**src/rtl/m_axis_tx.sv**
```systemverilog
// m_axis_tx: AXI-Stream master transmitter.
// Buffers words written on data_en/data_in into a circular FIFO and sends
// them out as a frame of frame_len beats, with TLAST on the final beat.
//
// Ports:
//   clk, reset            clock, synchronous active-high reset
//   data_en, data_in      write strobe and word to buffer
//   start, frame_len      frame request and its length (sampled in IDLE)
//   busy, done            frame in progress / one-cycle completion pulse
//   full, overflow        FIFO full / sticky dropped-write flag
//   fifo_count            words currently buffered
//   TVALID, TREADY,
//   TDATA, TLAST          AXI-Stream master channel
module m_axis_tx #(
  parameter int unsigned DATA_WIDTH = 8,
  parameter int unsigned ADDR_WIDTH = 4,
  parameter int unsigned LEN_WIDTH  = 16
) (
  input  logic                  clk,
  input  logic                  reset,
  input  logic                  data_en,
  input  logic [DATA_WIDTH-1:0] data_in,
  input  logic                  start,
  input  logic [LEN_WIDTH-1:0]  frame_len,
  output logic                  busy,
  output logic                  done,
  output logic                  full,
  output logic                  overflow,
  output logic [ADDR_WIDTH:0]   fifo_count,
  output logic                  TVALID,
  input  logic                  TREADY,
  output logic [DATA_WIDTH-1:0] TDATA,
  output logic                  TLAST
);

  localparam int unsigned DEPTH = 1 << ADDR_WIDTH;

  typedef enum logic [1:0] {
    IDLE   = 2'd0,
    STREAM = 2'd1,
    DONE   = 2'd2
  } state_t;

  state_t                state;
  logic [DATA_WIDTH-1:0] mem [DEPTH];
  logic [ADDR_WIDTH-1:0] wr_ptr;
  logic [ADDR_WIDTH-1:0] rd_ptr;
  logic [ADDR_WIDTH:0]   count;
  logic [LEN_WIDTH-1:0]  len;
  logic [LEN_WIDTH-1:0]  beat_cnt;
  logic                  wr_ok;
  logic                  rd_ok;
  logic                  last_beat;

  // Flags and stream outputs decode registered state only, never TREADY.
  assign full       = (count == (ADDR_WIDTH+1)'(DEPTH));
  assign fifo_count = count;
  assign busy       = (state == STREAM);
  assign done       = (state == DONE);
  assign TVALID     = (state == STREAM) && (count != '0);
  // Head is gated to zero when not valid so idle/reset TDATA reads 0.
  assign TDATA      = TVALID ? mem[rd_ptr] : '0;
  assign last_beat  = (beat_cnt == len - LEN_WIDTH'(1));
  assign TLAST      = TVALID && last_beat;

  assign wr_ok = data_en && !full;
  assign rd_ok = TVALID && TREADY;

  // Storage array; contents are don't-care until written.
  always_ff @(posedge clk) begin
    if (wr_ok) begin
      mem[wr_ptr] <= data_in;
    end
  end

  // FIFO pointers, count, overflow flag and frame state machine.
  always_ff @(posedge clk) begin
    if (reset) begin
      state    <= IDLE;
      wr_ptr   <= '0;
      rd_ptr   <= '0;
      count    <= '0;
      len      <= '0;
      beat_cnt <= '0;
      overflow <= 1'b0;
    end else begin
      if (wr_ok) wr_ptr <= wr_ptr + ADDR_WIDTH'(1);
      if (rd_ok) rd_ptr <= rd_ptr + ADDR_WIDTH'(1);

      case ({wr_ok, rd_ok})
        2'b10:   count <= count + (ADDR_WIDTH+1)'(1);
        2'b01:   count <= count - (ADDR_WIDTH+1)'(1);
        default: count <= count;
      endcase

      // A drop in the same cycle as an accepted start still leaves the flag set.
      if (data_en && full) begin
        overflow <= 1'b1;
      end else if (state == IDLE && start && frame_len != '0) begin
        overflow <= 1'b0;
      end

      case (state)
        IDLE: begin
          if (start && frame_len != '0) begin
            len      <= frame_len;
            beat_cnt <= '0;
            state    <= STREAM;
          end
        end
        STREAM: begin
          if (rd_ok) begin
            beat_cnt <= beat_cnt + LEN_WIDTH'(1);
            if (last_beat) state <= DONE;
          end
        end
        DONE:    state <= IDLE;
        default: state <= IDLE;
      endcase
    end
  end

endmodule
```
**config.mk**
```make
export PLATFORM = sky130hd
export DESIGN_NAME = m_axis_tx
export DESIGN_NICKNAME = d
export VERILOG_FILES = /design/src/rtl/m_axis_tx.sv
export SDC_FILE = /design/constraint.sdc
export NUM_CORES = 1
export LEC_CHECK = 0
export CAP_MARGIN = 40
export CORE_MARGIN = 1.5
export CORE_UTILIZATION = 59
export DETAILED_ROUTE_END_ITERATION = 12
export GPL_TIMING_DRIVEN = 0
export PLACE_DENSITY = 0.79
export RECOVER_POWER = 25
export SLEW_MARGIN = 25
export SYNTH_ARGS = -nofsm -noshare
export SYNTH_HDL_FRONTEND = slang
export SYNTH_SLANG_ARGS = --single-unit
```
**constraint.sdc**
```tcl
create_clock -name clk -period 3.2 [get_ports clk]
set_input_delay 0.48 -clock clk [delete_from_list [all_inputs] [get_ports clk]]
set_output_delay 0.48 -clock clk [all_outputs]
set_load 0.05 [all_outputs]
```
==> results.md, run 1 <==
Floorplanning:
- The x dimension of the die is around 120 um.
- The region available for standard cell placement spans about 13000 um2.
- The number of core rows is just over 40.
- The initial core utilization is 0.609.
- The overall die area is between 10000 and 15000 um2.
- The vertical extent of the die is 117 um.
- The I/O pin count is 48.

Power:
- The power per cell area is between 500 and 600 nW/um2.
- The static leakage is 0.00311 uW.
- IR analysis of the VDD net gives a maximum drop of 548 uV.

Clocking:
- Counting along the longest clock path gives a buffer depth of 2.
- The clock root buffer master is sky130_fd_sc_hd__clkbuf_16.
- The clock-pin slew of the registers on the worst-case setup and hold paths is approximately 0.080 ns.
- The number of clock buffers added by TritonCTS is 17.
- The tree built by TritonCTS fans out to 180 sinks.
- TritonCTS built the clock tree.
- The H-tree generated during clock tree synthesis spans 4 levels.
- The later pin in the worst-skew pair is clocked with a latency of approximately 0.44 ns.
- Buffers inserted to repair hold after CTS numbered 0.

Worst setup path:
- The kind of start point of the critical path is a register.
- The count of buffering cells on the critical path with inverters included is 3.
- The critical path data arrival time is between 2 and 3 ns.
- The slowest stage of the critical path belongs to the cell sky130_fd_sc_hd__mux4_2.
- On the worst path, the slowest cell contributes a delay of roughly 0.53 ns.
- The data required time at the worst endpoint is between 2 and 3 ns.
- Walking the worst path, the cells encountered are clkbuf_4 -> buf_6 -> mux4_2 -> mux4_2 -> nor2b_1 -> clkbuf_4.
- The worst setup path is of the reg -> out kind.
- Broken down by cell family, the worst path's largest delay share belongs to multiplexers.
- In this run the worst path has a maximum fanout of 7.
- STA classifies the critical path endpoint as an output port.

Yosys:
- The area of the mapped netlist is ~7700 um2.
- The portion of synthesized cell area occupied by the leading cell type is 0.498.
- The share of the Yosys chip area taken by registers is 0.633.
- The share of synthesized registers carrying an async set or reset is 0.
- Counting every instance in the synthesized netlist gives 549.
- The count of state elements after synthesis is between 150 and 200.
- The number of enable flip-flop cells after synthesis is about 130.
- The number of warnings issued by yosys is 0.
- The number of distinct standard cells referenced by the synthesized netlist is 47.
- The number of nets in the synthesized netlist is about 600.
- The biggest area contributor in the post-synthesis netlist is sky130_fd_sc_hd__edfxtp_1.
- For this run, the leading register cell type out of synthesis is sky130_fd_sc_hd__edfxtp_1.
- Each instance of the synthesized netlist takes up on average 14.1 um2.
- By area the synthesized netlist is led by sky130_fd_sc_hd__edfxtp_1, sky130_fd_sc_hd__dfxtp_1, sky130_fd_sc_hd__mux4_2.

Cells and area:
- Registers take a little under 5000 um2.
- The top cell types in the final layout, fill and taps aside, are sky130_fd_sc_hd__edfxtp_1, sky130_fd_sc_hd__nor2_1, sky130_fd_sc_hd__dfxtp_1, sky130_fd_sc_hd__mux4_2, sky130_fd_sc_hd__nand2_1.
- Summing all non-filler instances in the final layout gives an area of slightly above 9000 um2.
- The area overhead of the layout relative to synthesis is 19.2%.
- Leaving out filler cells and counting taps, the final layout contains approximately 810.
- The share of the core filled with cells in the final layout is 0.726.
- 0 antenna diodes ended up in the layout.
- In the final layout, the share of cells above drive strength 1 is 0.202.
- The library cell used most frequently in the layout, excluding fill and tap cells, is sky130_fd_sc_hd__edfxtp_1.
- The area of the multi-input gates is 2770 um2.
- The net total in the final layout is 670.
- The filler cell count in the final layout is between 800 and 900.

Timing:
- The slew at the pin closest to its max-slew limit is 0.819 ns.
- The count of final hold-check violations is 0.
- The setup-violating endpoint count in the final report is 0.
- In the finished design, the share of the clock period the worst path needs comes to 0.983.
- Across all setup checks in the final design, the least slack found is around 0.053 ns.
- The worst hold slack is 0.478 ns.
- The final max-slew violation count is 0.
- The clock skew after layout is 0.0114 ns.
- In this run the tightest slew margin relative to its limit is 0.451.
- The fmax is around 320 MHz.
- The smallest clock period supported by the final layout is computed as around 3.1 ns.

Drt:
- The DRC violation count after routing is 0.
- The wire length reported by the detailed router is roughly 18 mm.
- After detailed routing, the average wire length per cell comes to approximately 22 um.
- Detailed routing inserted a total of around 5000 vias.
- The detail route stage leaves a number of antenna-violating nets equal to 0.
- The number of detailed-route iterations in the first pass is 5.
- In this run, the number of DRC markers left after iteration 0 of detailed routing was a little over 600.
- In the routed layout, each cell is associated on average with a via count of just over 6.

Placed design:
- The routability congestion estimate from global placement is 0.908.
- The placed instances occupy a cell area of 8490 um2.
- Buffers placed on the I/O ports in this run total 46.
- At the placement stage, the worst setup path has a slack of -0.503 ns.
- The instance count after placement with tap cells included is about 780.
- The HPWL reported at the end of detailed placement is about 12 mm.

Global route:
- For this run, the total global-route usage over all layers was measured as 0.270.
- The number of antenna violations at the first check in global routing was 0.
- Global routing finished with a remaining overflow of 0.
- The first global-routing pass estimated 27.4 mm of wire.
- The via count of the first global-routing pass came to approximately 5000.
- The maximum number of pins on one net before global-route repair is 19.

Flow run:
- The total of max-cap violations is 0.

Min path:
- The path class of the tightest hold or removal check is reg -> reg.

Status:
- The flow ran to the end, and the final reports show no timing, DRC or antenna violations.
-- stage by stage --
| stage | setup TNS (ns) | power, uW |
|---|---|---|
| detailed placement | -6.51 | 3200 |
| finish | 0 | 5270 |
| global route | -0.0183 | 5410 |
| CTS | -0.0576 | 5260 |
| global placement | -11.53 | 3160 |
| floorplan | 0 | 2990 |
-- Yosys cell counts (all sizes together), types with 13 or more instances --
master    n
xor2     15
nor2     52
nor3     14
xnor2    29
inv      13
nand3    23
edfxtp  128
nor4     13
nand2    35
a21oi    29
mux4     40
clkbuf   22
dfxtp    52
-- path summary, 6_finish.rpt --
kind,startpoint,end,slack (ns),depth (start not counted)
min reg2reg,len[1],len[1],0.48,2
min,len[1],len[1],0.48,2
max,register,TDATA[4],0.05,6
max reg2reg,fifo_count[0],fifo_count[4],0.16,10
-- power by group --
part	total [uW]	switching [uW]	internal, uW
Sequential	2590	47.3	2540
Clock	2090	978	1120
Combinational	585	338	247
-- state kept, by name (all words and copies together), names as in the netlist, named ones only --
name	cells
mem	128
beat_cnt	16
len	16
fifo_count	5
rd_ptr	4
wr_ptr	4
state	2
overflow	1
-- cells by family after synthesis --
logic type / Yosys count / synth area share
AOI/OAI and AO/OA: 53 / 0.0414
xor gates and xnor gates: 44 / 0.0500
adders and majority gates: 12 / 0.0204
buffers and inverters: 41 / 0.0199
DFF: 180 / 0.633
muxes: 43 / 0.121
and+or+nand+nor: 176 / 0.115
-- layout make-up --
class                           instances  share of cell area
Buffer                                 26              0.0128
Clock buffer                           17              0.0463
Inverter                               13             0.00531
Sequential cell                       180               0.533
Tap cell                              172              0.0234
Timing Repair Buffer                   63              0.0611
Multi-Input combinational cell        328               0.301
Clock inverter                         15              0.0174
-- metal layers --
| layer | track usage | part of all wire |
|---|---|---|
| met2 | 0.428 | 0.48 |
| met3 | 0.0754 | 0.085 |
| met5 | 0 | 0 |
| met4 | 0.108 | 0.032 |
| met1 | 0.356 | 0.40 |
-- worst reg2reg max path, delay by kind of cell, from the launching register on --
kind | cells | cell delay (ns)
XOR/XNOR | 1 | 0.09
adder cells (fa/ha/maj) | 2 | 0.67
flip-flops | 1 | 0.37
AO/OA/AOI/OAI | 4 | 0.82
AND/OR/NAND/NOR | 3 | 1.03
-- what timing repair did --
| item | CTS | global route |
|---|---|---|
| pin swaps | 2 | 3 |
| endpoints found under the setup margin | 10 | 16 |
| cloned | 0 | 0 |
| gates resized for setup | 64 | 17 |
| buffers inserted | 2 | 1 |
(Power assumes the default switching activity.)
==> run 2, diff against run 1 <==
--- a/config.mk
+++ b/config.mk
@@ -6,11 +6,13 @@
 export NUM_CORES = 1
 export LEC_CHECK = 0
 export CAP_MARGIN = 40
+export CELL_PAD_IN_SITES_DETAIL_PLACEMENT = 1
+export CELL_PAD_IN_SITES_GLOBAL_PLACEMENT = 1
 export CORE_MARGIN = 1.5
-export CORE_UTILIZATION = 59
+export CORE_UTILIZATION = 49
 export DETAILED_ROUTE_END_ITERATION = 12
 export GPL_TIMING_DRIVEN = 0
-export PLACE_DENSITY = 0.79
+export PLACE_DENSITY_LB_ADDON = 0.1
 export RECOVER_POWER = 25
 export SLEW_MARGIN = 25
 export SYNTH_ARGS = -nofsm -noshare
==> run 2 against run 1 <==
  * Fmax fell by 0.68%
  * Count of clock-buffer cells in the layout increased by 1
  * Sequential share of layout area shrank 0.26 points
  * Via count fell by 3.2%
  * Setup slack got worse by 0.022 ns
  * Utilization shrank 12 points
  * Routed wire length is 6.4% higher
  * Critical path depth increased by 1
  * Register-to-register slack improved by 0.06 ns
  * Worst hold slack got worse by 0.00071 ns
  * Sequential cell count unchanged
  * Final cell count rose by 4.9%
  * Largest cell class unchanged
==> results.md, run 2 (synthesized netlist as in run 1, its figures left out) <==
Status:
- The run finished with clean final reports.

Floorplanning:
- The I/O pin count is 48.
- The area of the placeable core is 15300 um2.
- After floorplanning, the core was divided into 45 placement rows.
- The x dimension of the die is 128 um.
- The initial utilization of the core area, before any placement, comes to 0.504.
- The vertical extent of the die is roughly 130 um.
- The die covers 16500 um2.

Timing:
- The clock arrives with 0.0169 ns of skew.
- The remaining max-slew budget at the tightest pin is 0.459.
- Adding up every negative setup slack in the final design gives 0 ns.
- Static timing analysis puts the maximum clock frequency at ~320 MHz.
- Setup repair after global routing could not meet its margin everywhere.
- The count of final hold-check violations is 0.
- The shortest period the worst path allows is between 3 and 4 ns.
- The final max-slew violation count came to 0.
- Dividing the final minimum period by the clock period gives 0.990.
- The final setup slack of the worst path is approximately 0.032 ns.
- At the pin with the least slew margin, the transition time is slightly above 0.8 ns.
- The setup-violating endpoint count in the final report is 0.

Clocking:
- Clock latency on the worst-skew pair, taken at its later pin, is 0.44 ns.
- The clock passes through at most 2 buffers.
- The number of CTS-inserted buffers is 17.
- The clock root buffer master is sky130_fd_sc_hd__clkbuf_16.
- The clock tree from TritonCTS is yes.
- CTS built an H-tree with a depth of 4.
- The clock-pin slew of the registers on the worst-case setup and hold paths is 0.07 ns.
- Hold repair after CTS inserted 0 buffers.
- The sink count of the clock tree is 180.

Worst setup path:
- In this run the worst setup path begins at len[2].
- The highest fanout seen on the critical path is 6.
- For the worst setup path, the data arrival time is between 2 and 3 ns.
- The worst setup path is launched from a register.
- The endpoint type of the worst setup path is an output port.
- The origin of the critical flop-to-flop path is fifo_count[0].
- The worst setup path is of the reg -> out kind.
- At the worst endpoint, the required time is around 2.7 ns.

Min path:
- The min-delay analysis places its worst path in the category in -> reg.
- The source of the worst hold timing path is reset.

Global route:
- The maximum number of pins on one net before global-route repair is 19.
- For this run, the total global-route usage over all layers was measured as 0.244.
- The first-pass GRT wire length is slightly below 30 mm.
- The number of antenna violations at the first check in global routing is 0.
- For this run the aggregate overflow at the end of global routing stands at 0.
- The via count of the first global-routing pass is approximately 5000.

Cells and area:
- In the final layout, the share of cells above drive strength 1 is 0.199.
- After the last flow step, the layout net total stands at between 600 and 700.
- The largest registers in the layout are mem x128, beat_cnt x16, len x16.
- In the layout the commonest cells are sky130_fd_sc_hd__edfxtp_1, sky130_fd_sc_hd__nor2_1, sky130_fd_sc_hd__dfxtp_1, sky130_fd_sc_hd__mux4_2, sky130_fd_sc_hd__nand2_1.
- The commonest non-fill, non-tap cell in the layout is sky130_fd_sc_hd__edfxtp_1.
- The finished layout holds about 850 standard cells, fillers aside.
- The number of flip-flops in the largest register is between 100 and 150.
- Counting flops per register, the top entry is mem.
- The finished cells cover between 9000 and 10000 um2.
- After filler insertion, the fill cell instance count of the layout stands at approximately 1500.
- The number of antenna diodes in the final layout is 0.
- From synthesis to final layout, the design area changed by 19.8%.

Placed design:
- The placement-stage worst setup slack is -0.632 ns.
- Summing all placed instances gives a cell area of 8530 um2.
- Input and output buffers added on the ports amount to 46.
- The number of placed instances, taps included, is ~810.
- The HPWL reported at the end of detailed placement is approximately 13 mm.
- The routability congestion estimate from global placement is roughly 0.80.

Drt:
- For this run, design rule violations remaining after detail routing come to 0.
- The detail route stage leaves a number of antenna-violating nets equal to 0.
- The wire length reported by the detailed router is 19.0 mm.
- The routed wirelength normalized by instance count is about 22 um.
- The routed via count is 4864.
- The first detailed-routing pass took 4 iterations.
- The via density per instance is around 5.7.
- For this block, the initial DRC count from the detailed router was between 300 and 400.

Power:
- The worst vdd rail ir drop is approximately 430 uV.
- Power spread over the standard cell area amounts to ~570 nW/um2.
- The static leakage is ~0.0031 uW.

Flow run:
- Max-cap violations in this run came to 0.
## run 2: changes by cell type in the layout (fill, tap and decap cells not counted), moves of 2 or more
cell	previous run	this run
sky130_fd_sc_hd__clkinv_2	2	0
sky130_fd_sc_hd__dfxtp_2	4	2
sky130_fd_sc_hd__clkinvlp_4	0	2
sky130_fd_sc_hd__nor3_1	7	9
sky130_fd_sc_hd__nor3_2	6	4
## run 2: per-layer routing
layer	wire length [um]	track usage	vias up
met5	0	0	-
met4	202	0.0740	0
met3	1390	0.0499	16
met2	8960	0.378	117
met1	8490	0.351	2496
li1	-	-	2235
## run 2: stage by stage
step	hold WS (ns)	total power, uW	util
finish	0.477	5260	0.604
global route	0.499	5430	0.604
CTS	0.463	5280	0.596
detailed placement	0.469	3220	0.557
global placement	0.468	3180	0.552
floorplan	0.449	2990	-
## run 2: final timing paths
| kind | endpoint | slack, ns | depth (start not counted) |
|---|---|---|---|
| worst max-delay path | TLAST | 0.03 | 7 |
| worst min-delay path | fifo_count[4] | 0.48 | 2 |
| worst max register to register | fifo_count[4] | 0.22 | 10 |
| worst min register to register | len[15] | 0.48 | 2 |
## run 2: area by class of cell
class	count	area (um2)	share of cell area
flip-flops and latches	180	4900	0.530
multi-input cells	328	2750	0.297
repair buffers	66	582	0.0629
clock buffers	18	429	0.0464
well taps	211	264	0.0286
clock inverters	14	159	0.0172
plain buffers	24	114	0.0123
inverters	13	48.8	0.00528
## run 2: critical path, stage by stage (launching register included)
cell and delay (ns):
sky130_fd_sc_hd__dfxtp_4 0.38, sky130_fd_sc_hd__nor4_4 0.32, sky130_fd_sc_hd__nand3_2 0.11, sky130_fd_sc_hd__or3_1 0.32, sky130_fd_sc_hd__a221o_1 0.33, sky130_fd_sc_hd__or4_4 0.46
sky130_fd_sc_hd__nor3_4 0.16, sky130_fd_sc_hd__buf_6 0.18
## run 2: what timing repair did
action,CTS,global route
resized for setup,65,13
pin swaps,3,1
buffers inserted,2,0
setup endpoints to repair,11,8
## run 2: power by group
group	internal (uW)	leakage (uW)	switching [uW]
sequential	2540	0.00158	48.7
combinational	247	0.00124	346
clock	1120	0.000285	964
total	3900	0.00311	1360
==> RTL edit (flow settings as in run 2) <==
Reset style: asynchronous (`reset`), changed in one clocked block. Comments in the files are not updated.
--- a/src/rtl/m_axis_tx.sv
+++ b/src/rtl/m_axis_tx.sv
@@ -74,7 +74,7 @@
   end
 
   // FIFO pointers, count, overflow flag and frame state machine.
-  always_ff @(posedge clk) begin
+  always_ff @(posedge clk or posedge reset) begin
     if (reset) begin
       state    <= IDLE;
       wr_ptr   <= '0;
Behaviour: differs if reset is asserted again (counterexample within 4 cycles, from zero or initial values and one cycle with reset high); with reset held inactive, the same outputs for 4 cycles.
==> RTL edit against run 2 <==
The flow now finishes with violations (capacitance limit, slew limit, setup timing); setup slack got worse by 190 ps; area after synthesis rose by 1.1%; global-route usage fell by 0.21 points; sequential cell count fell by 4; fmax fell by 5.6%; wire length fell by 0.67%; sequential share of layout area rose by 0.57 points; design area rose by 2.1%; largest cell class unchanged.
Power is not compared: it rests on default switching activity, and its combinational part moved more than twofold at a synthesized area within 25%.
==> RTL edit: results (changes against run 2) <==
status:
  run_status: "complete, but fails checks"  # was complete, no violations
  violations: "capacitance limit, slew limit, setup timing"
detailed_routing:
  vias: 4799  # was 4864
  met1_length_um: 8620  # was 8490 um
  met2WireLength_um: 9100  # was 8960 um
  wl_met3_um: 887  # was 1390 um
  routed_wl_um: 18900  # was 19000 um
  drt_first_pass_iters: 5  # was 4
final_layout:
  drive_above_1_share_pct: 24.2  # was 19.9%
  final_nets: 657  # was 671
yosys:
  netlist_top_cells_area: "edfxtp_1 (49%), dfrtp_1 (15%), mux4_2 (12%)"  # was edfxtp_1 (50%), dfxtp_1 (13%), mux4_2 (12%)
  ys_types: 49  # was 47
  seq_area_frac_synth_pct: 64.7  # was 63.3%
  synth_nets: 573  # was 590
  ys_warn_count: 0  # unchanged
  synth_commonest_cells: "edfxtp_1 (128), nand2_1 (70), dfrtp_1 (48)"  # was edfxtp_1 (128), dfxtp_1 (52), nor2_1 (52)
timing:
  whs_ps: 502  # was 477 ps
  slew_violations: 49  # was 0
  fin_skew_ps: 6.60  # was 16.9 ps
  setup_viol: 1  # was 0
  setup_slack_ps: -155  # was 31.9 ps
  setup_tns_ps: -155  # was 0 ps
  worst_pin_slew_ps: 1910  # was 809 ps
placement:
  hpwl_um: 12700  # was 13400 um
  place.gp.congestion: 0.833  # was 0.803
setup_path:
  crit_arrival_ps: 2880  # was 2690 ps
  critPathMaxFanout: 7  # was 6
  reg2regPathDepth: 14  # was 10
  rr_endpoint: "fifo_count[4]$_DFFE_PP0P_"  # was fifo_count[4]$_SDFFE_PP0P_
  max_stage_delay_ps: 540  # was 460 ps
min_path:
  hold_class: "reg2reg"  # was in2reg
  min_from: "len[15]$_DFFE_PP0P_"  # was reset
  hold_end: "len[15]$_DFFE_PP0P_"  # was fifo_count[4]$_SDFFE_PP0P_
flow_run:
  drv_cap: 1  # was 0
grt:
  grt_max_degree: 49  # was 19
  grt_usage_pct: 24.2  # was 24.4%
  grt_pass1_wl_um: 29000  # was 29100 um
RTL edit: changes by cell type after synthesis, sizes merged, moves of 5 or more:
cell,delta
a21oi,-20
o21ai,+8
xnor2,-6
nand3,-9
dfxtp,-52
dfrtp,+48
nand2,+35
nor2b,-9
clkbuf,-5
nor3,-6
nor2,-16
and2,+8
RTL edit: how the worst max path moves through the flow:
stage                  to                from  cells past startpoint
floorplan           TLAST  len[3]$_DFFE_PP0P_                      7
finish              TLAST  len[6]$_DFFE_PP0P_                      8
CTS                 TLAST  len[5]$_DFFE_PP0P_                      8
global route        TLAST  len[6]$_DFFE_PP0P_                      8
global placement    TLAST  len[3]$_DFFE_PP0P_                      8
detailed placement  TLAST  len[0]$_DFFE_PP0P_                      9
RTL edit: cell type report:
class	count	area [sq um]
plain buffers	25	173
multi-input cells	315	2770
repair buffers	67	582
flip-flops and latches	176	5060
fillers	1452	5930
clock buffers	19	433
well taps	211	264
inverters	14	58.8
clock inverters	13	105
RTL edit: timing repair:
| action | in CTS | in global routing |
|---|---|---|
| pin swaps | 3 | 8 |
| setup endpoints to repair | 10 | 3 |
| hold buffers | 0 | 0 |
| gates resized for setup | 81 | 24 |
| setup buffers | 6 | 11 |
RTL edit: per-layer routing:
metal | vias to the layer above | track usage [%]
met2 | 125 | 36.6
met4 | 0 | 6.87
met3 | 23 | 4.75
li1 | 2158 | -
met5 | - | 0
met1 | 2493 | 36.1
RTL edit: kinds of logic (layout without fill, tap and decap cells):
group,count (synthesis),count (layout),synth area share (%)
xor gates and xnor gates,41,41,4.61
muxes,42,42,11.8
and+or+nand+nor,181,181,11.5
DFF,176,176,64.7
adders and majority gates,12,12,2.02
buffers and inverters,41,138,2.15
AOI/OAI and AO/OA,39,39,3.19
RTL edit: metrics by stage:
stage,instance area [sq um],utilization [%],setup slack [ps],cells,total power [mW]
global route,9440,61.4,-229,840,8.02
floorplan,7830,-,-15.0,532,4.91
finish,9440,61.4,-155,840,7.69
global placement,8560,55.7,-522,790,5.69
CTS,9260,60.2,-110,826,7.71
detailed placement,8590,55.9,-687,790,5.80
RTL edit: worst max-delay path, delay by kind of cell (launching register included):
| family | cells | cell delay [ps] |
|---|---|---|
| xor+xnor | 1 | 130 |
| compound gates | 2 | 340 |
| flops | 1 | 430 |
| simple gates | 3 | 1180 |
| buf+inv | 2 | 360 |
RTL edit: power by group through the flow:
stage	clock (mW)	combinational (mW)	sequential, mW
floorplan	0	1.87	3.03
detailed placement	0	2.85	2.95
global placement	0	2.76	2.93
CTS	1.94	2.84	2.93
finish	1.92	2.83	2.94
global route	2.03	3.03	2.97
